`src/rtl/counter_pkg.sv`:
```
// Shared types and limits for the step counter and its sequencer.
package counter_pkg;

    localparam int W = 10;

    typedef logic signed [W-1:0] cnt_t;

    localparam cnt_t CNT_MIN = cnt_t'(-230);
    localparam cnt_t CNT_MAX = cnt_t'(235);
    localparam cnt_t CNT_INV = cnt_t'(-11);
    localparam cnt_t CNT_RST = cnt_t'(-50);

    typedef enum logic [1:0] {
        IDLE,
        RUN,
        DONE
    } seq_state_e;

    function automatic logic tgt_bad(input cnt_t t);
        return (t < CNT_MIN) || (t > CNT_MAX) || (t == CNT_INV);
    endfunction

endpackage

```
`src/rtl/rr_arb2.sv`:
```
// Two-requester round-robin arbiter; the side not served last wins ties.
module rr_arb2 (
    input  logic [1:0] req,
    input  logic       last,
    output logic [1:0] gnt
);

    always_comb begin
        gnt = 2'b00;
        unique case (1'b1)
            (req[0] && (last || !req[1])):  gnt = 2'b01;
            (req[1] && (!last || !req[0])): gnt = 2'b10;
            default: ;
        endcase
    end

endmodule

```
`src/rtl/counter_seq_ctrl.sv`:
```
// Sequencer driving the step counter toward a granted requester's target,
// with completion, bad-target rejection and timeout abort.
module counter_seq_ctrl
    import counter_pkg::*;
#(
    parameter int TMO = 127
) (
    input  logic       clk,
    input  logic       rst,
    input  logic [1:0] req,
    input  cnt_t       tgt0,
    input  cnt_t       tgt1,
    output logic [1:0] gnt,
    input  cnt_t       cnt,
    output logic       en,
    output logic       mode,
    output logic       busy,
    output logic       done,
    output logic       done_id,
    output logic       err
);

    localparam int CW = $clog2(TMO + 1);

    seq_state_e     st;
    cnt_t           tgt;
    cnt_t           sel;
    logic           id;
    logic           last;
    logic [CW-1:0]  cyc;
    logic [1:0]     arb;
    logic           reached;
    logic           bad;
    logic           tmo_hit;

    rr_arb2 u_arb (
        .req  (req),
        .last (last),
        .gnt  (arb)
    );

    // Grant is only visible in IDLE and is forced low while reset is held.
    assign gnt     = (st == IDLE && rst) ? arb : 2'b00;
    assign sel     = arb[1] ? tgt1 : tgt0;
    assign reached = mode ? (cnt >= tgt) : (cnt <= tgt);
    assign bad     = tgt_bad(tgt);
    assign tmo_hit = (cyc == CW'(TMO));
    assign en      = (st == RUN) && !reached && !bad && !tmo_hit;
    assign busy    = (st != IDLE);

    always_ff @(posedge clk or negedge rst) begin
        if (!rst) begin
            st      <= IDLE;
            tgt     <= '0;
            id      <= 1'b0;
            last    <= 1'b1;
            cyc     <= '0;
            mode    <= 1'b0;
            done    <= 1'b0;
            done_id <= 1'b0;
            err     <= 1'b0;
        end else begin
            done <= 1'b0;
            unique case (st)
                IDLE: begin
                    if (|arb) begin
                        tgt  <= sel;
                        id   <= arb[1];
                        last <= arb[1];
                        mode <= (sel > cnt);
                        cyc  <= '0;
                        st   <= RUN;
                    end
                end
                RUN: begin
                    if (reached || bad) begin
                        st      <= DONE;
                        done    <= 1'b1;
                        done_id <= id;
                        err     <= bad;
                    end else if (tmo_hit) begin
                        st      <= DONE;
                        done    <= 1'b1;
                        done_id <= id;
                        err     <= 1'b1;
                    end else begin
                        cyc <= cyc + CW'(1);
                    end
                end
                DONE: st <= IDLE;
                default: st <= IDLE;
            endcase
        end
    end

endmodule

```
`config.mk`:
```
export PLATFORM = sky130hd
export DESIGN_NAME = counter_seq_ctrl
export DESIGN_NICKNAME = d
export VERILOG_FILES = /design/src/rtl/counter_pkg.sv /design/src/rtl/rr_arb2.sv /design/src/rtl/counter_seq_ctrl.sv
export SDC_FILE = /design/constraint.sdc
export NUM_CORES = 1
export LEC_CHECK = 0
export CELL_PAD_IN_SITES_DETAIL_PLACEMENT = 0
export CELL_PAD_IN_SITES_GLOBAL_PLACEMENT = 1
export CORE_ASPECT_RATIO = 1.75
export CORE_UTILIZATION = 34
export CTS_CLUSTER_SIZE = 24
export DETAILED_ROUTE_END_ITERATION = 6
export PLACE_DENSITY = 0.82
export SLEW_MARGIN = 10
export SYNTH_ARGS = -nofsm -noshare
export SYNTH_HDL_FRONTEND = slang
export SYNTH_SLANG_ARGS = --single-unit
```
`constraint.sdc`:
```
create_clock -name clk -period 2.6 [get_ports clk]
set_input_delay 0.52 -clock clk [delete_from_list [all_inputs] [get_ports clk]]
set_output_delay 0.52 -clock clk [all_outputs]
set_load 0.005 [all_outputs]
```
==> results.sh <==
export IMPL_status="finished, final reports clean"
export IMPL_final_min_clock_period_ns=2.52
export IMPL_critPathMostFrequentCell="o21ai_2"
export IMPL_cts_tree="yes"
export IMPL_drive_gt1_frac=0.255
export IMPL_max_clock_freq_ghz=0.397
export IMPL_antenna_left=0
export IMPL_synthTopCellsByArea="dfrtp_1 34%, ha_1 15%, mux2_2 5.7%"
export IMPL_finalWirelength_um=4480
export IMPL_p_leak_nw=1.23
export IMPL_cts_buffers_inserted=3
export IMPL_tightest_slew_ns=0.338
export IMPL_arrival_ns=2.00
export IMPL_relSlewSlack=0.775
export IMPL_grt_start_max_net_pins=26
export IMPL_num_io_pins=42
export IMPL_critical_path_max_fanout=2
export IMPL_critPathMaxStageDelay_ns=0.30
export IMPL_grt_util_all_layers=0.174
export IMPL_antenna_found_initial=0
export IMPL_clockBufferDepth=2
export IMPL_synth_edff_count=0
export IMPL_core_area_um2=4980
export IMPL_placed_area_um2=2440
export IMPL_final_hold_viol_count=0
export IMPL_clk_latency_ns=0.27
export IMPL_crit_type="primary input to output port"
export IMPL_fin_skew_ns=0.00225
export IMPL_layout_common_cells="30 x buf_4, 27 x clkdlybuf4s50_1, 24 x dfrtp_1"
export IMPL_finalCritPeriodShare=0.970
export IMPL_grt_overflow_total=0
export IMPL_grt_pass1_vias=1743
export IMPL_clock_root_buffer="clkbuf_8"
export IMPL_cp_required_ns=2.08
export IMPL_cts_sinks=25
export IMPL_htree_levels=1
export IMPL_powerDensity_nw_per_um2=864
export IMPL_ir_worst_vdd_mv=0.673
export IMPL_rsz0062_at_grt="false"
export IMPL_max_cap_violations=0
export IMPL_drv_slew=0
export IMPL_via_count=1665
export IMPL_cp_start_kind="primary input"
export IMPL_whs_ns=0.486
export IMPL_yosysTopAreaCellShare=0.339
export IMPL_die_area_um2=5510
export IMPL_rows=34
export IMPL_vias_per_cell=5.19
export IMPL_drc=0
export IMPL_tns_ns=0
export IMPL_final_core_util=0.531
export IMPL_syn_avg_cell_area_um2=9.08
export IMPL_syn_nets=250
export IMPL_layout_commonest_cell="buf_4"
export IMPL_cp_num_buf_inv=2
export IMPL_area_delta_synth_final_pct=49.3
export IMPL_syn_inst=195
export IMPL_endpoint_kind="output port"
export IMPL_synthFlopType="dfrtp_1"
export IMPL_die_h_um=97.5
export IMPL_routedWlPerCell_um=14.0
export IMPL_nets=323
export IMPL_hpwl_um=3500
export IMPL_die_x_um=56.6
export IMPL_cpMaxStageDelayCell="ha_1"
export IMPL_cts_hold_buffers=0
export IMPL_syn_area_um2=1770
export IMPL_antenna_cells=0
export IMPL_ys_types=40
export IMPL_drt_pass1_iterations=4
export IMPL_ys_seq_elements=25
export IMPL_yosysTopAreaCell="dfrtp_1"
export IMPL_min_path_type="flip-flop to flip-flop"
export IMPL_routabilityCongestion=0.767
export IMPL_fin_area_um2=2640
export IMPL_path_cells="dlygate4sd2_1, ha_1, nor2b_1, o21ai_2, a31oi_2, o21a_1, o21ai_2, nor2_2, buf_2"
export IMPL_port_buffers=41
export IMPL_initial_core_util=0.356
export IMPL_synth_async_reset_ratio=1.00
export IMPL_setup_viol=0
export IMPL_yosysSeqAreaShare=0.354
export IMPL_crit_family="compound AO/OA/AOI/OAI gates"
export IMPL_yosysWarnings=0
export IMPL_grt_pass1_wl_um=7600
export IMPL_drtIter0Drc=17
export IMPL_path_clk_slew_ns=0.09
sequential cells by signal, summed over array words and instances (netlist names):
register and cells:
mode 1, last 1, done_id 1, id 1
done 1, err 1, cyc 7, tgt 10
st 2
kinds of logic after synthesis:
family / after synthesis / synth area share
and+or+nand+nor: 53 / 0.155
adders and majority gates: 21 / 0.148
xor gates and xnor gates: 1 / 0.00495
muxes: 12 / 0.0749
buffers and inverters: 28 / 0.0601
AOI/OAI and AO/OA: 55 / 0.202
DFF: 25 / 0.354
power breakdown:
group | switching (W) | internal, W | total [W]
logic | 0.000719 | 0.000703 | 0.00142
registers | 0.0000898 | 0.000542 | 0.000632
clock network | 0.000122 | 0.000110 | 0.000231
layer usage:
metal	wire length, µm	share of wire	GRT usage	vias to the layer above
met5	0	0	0	-
met2	2600	0.58	0.348	26
met3	69	0.015	0.0120	7
li1	-	-	-	853
met4	99	0.022	0.0638	0
met1	1710	0.38	0.177	779
timing repair:
item,CTS,global route
endpoints found under the hold margin,0,0
setup endpoints to repair,6,3
pin swaps,17,9
buffers inserted,3,1
gates resized for setup,34,10
stage by stage:
| stage | worst slack (ns) | std cells | power, W |
|---|---|---|---|
| floorplan | 0.0967 | 195 | 0.00137 |
| global placement | -0.553 | 313 | 0.00190 |
| detailed placement | -0.580 | 313 | 0.00192 |
| CTS | 0.000608 | 320 | 0.00223 |
| global route | 0.00285 | 321 | 0.00251 |
| finish | 0.0780 | 321 | 0.00229 |
synth_stat cells, types with 4 or more instances:
cell,instances
a21oi_1,12
o211ai_1,5
nand3_1,8
nand4_1,4
o21ai_0,16
ha_1,21
nor2b_1,4
dfrtp_1,24
nor3_1,4
nand2_1,18
inv_1,23
mux2_2,9
o21a_1,6
worst paths after layout:
| kind | start | endpoint | slack [ns] | cells past startpoint |
|---|---|---|---|---|
| max in group asynchronous | rst | last | 1.50 | 2 |
| min reg2reg | done_id | done_id | 0.49 | 1 |
| min | done_id | done_id | 0.49 | 1 |
| min in group asynchronous | rst | cyc[4] | 0.80 | 2 |
| max | cnt[1] | en | 0.08 | 9 |
| max reg2reg | tgt[5] | cyc[3] | 0.18 | 11 |
cell type report:
type                       count  area, µm²
clock buffer                   4       45.0
fill                         477       2330
timing repair buffer          73        648
tap                           54       67.6
multi-input combinational    142       1170
sequential                    25        627
inverter                      23       86.3
Power figures use the tool's default switching activity.
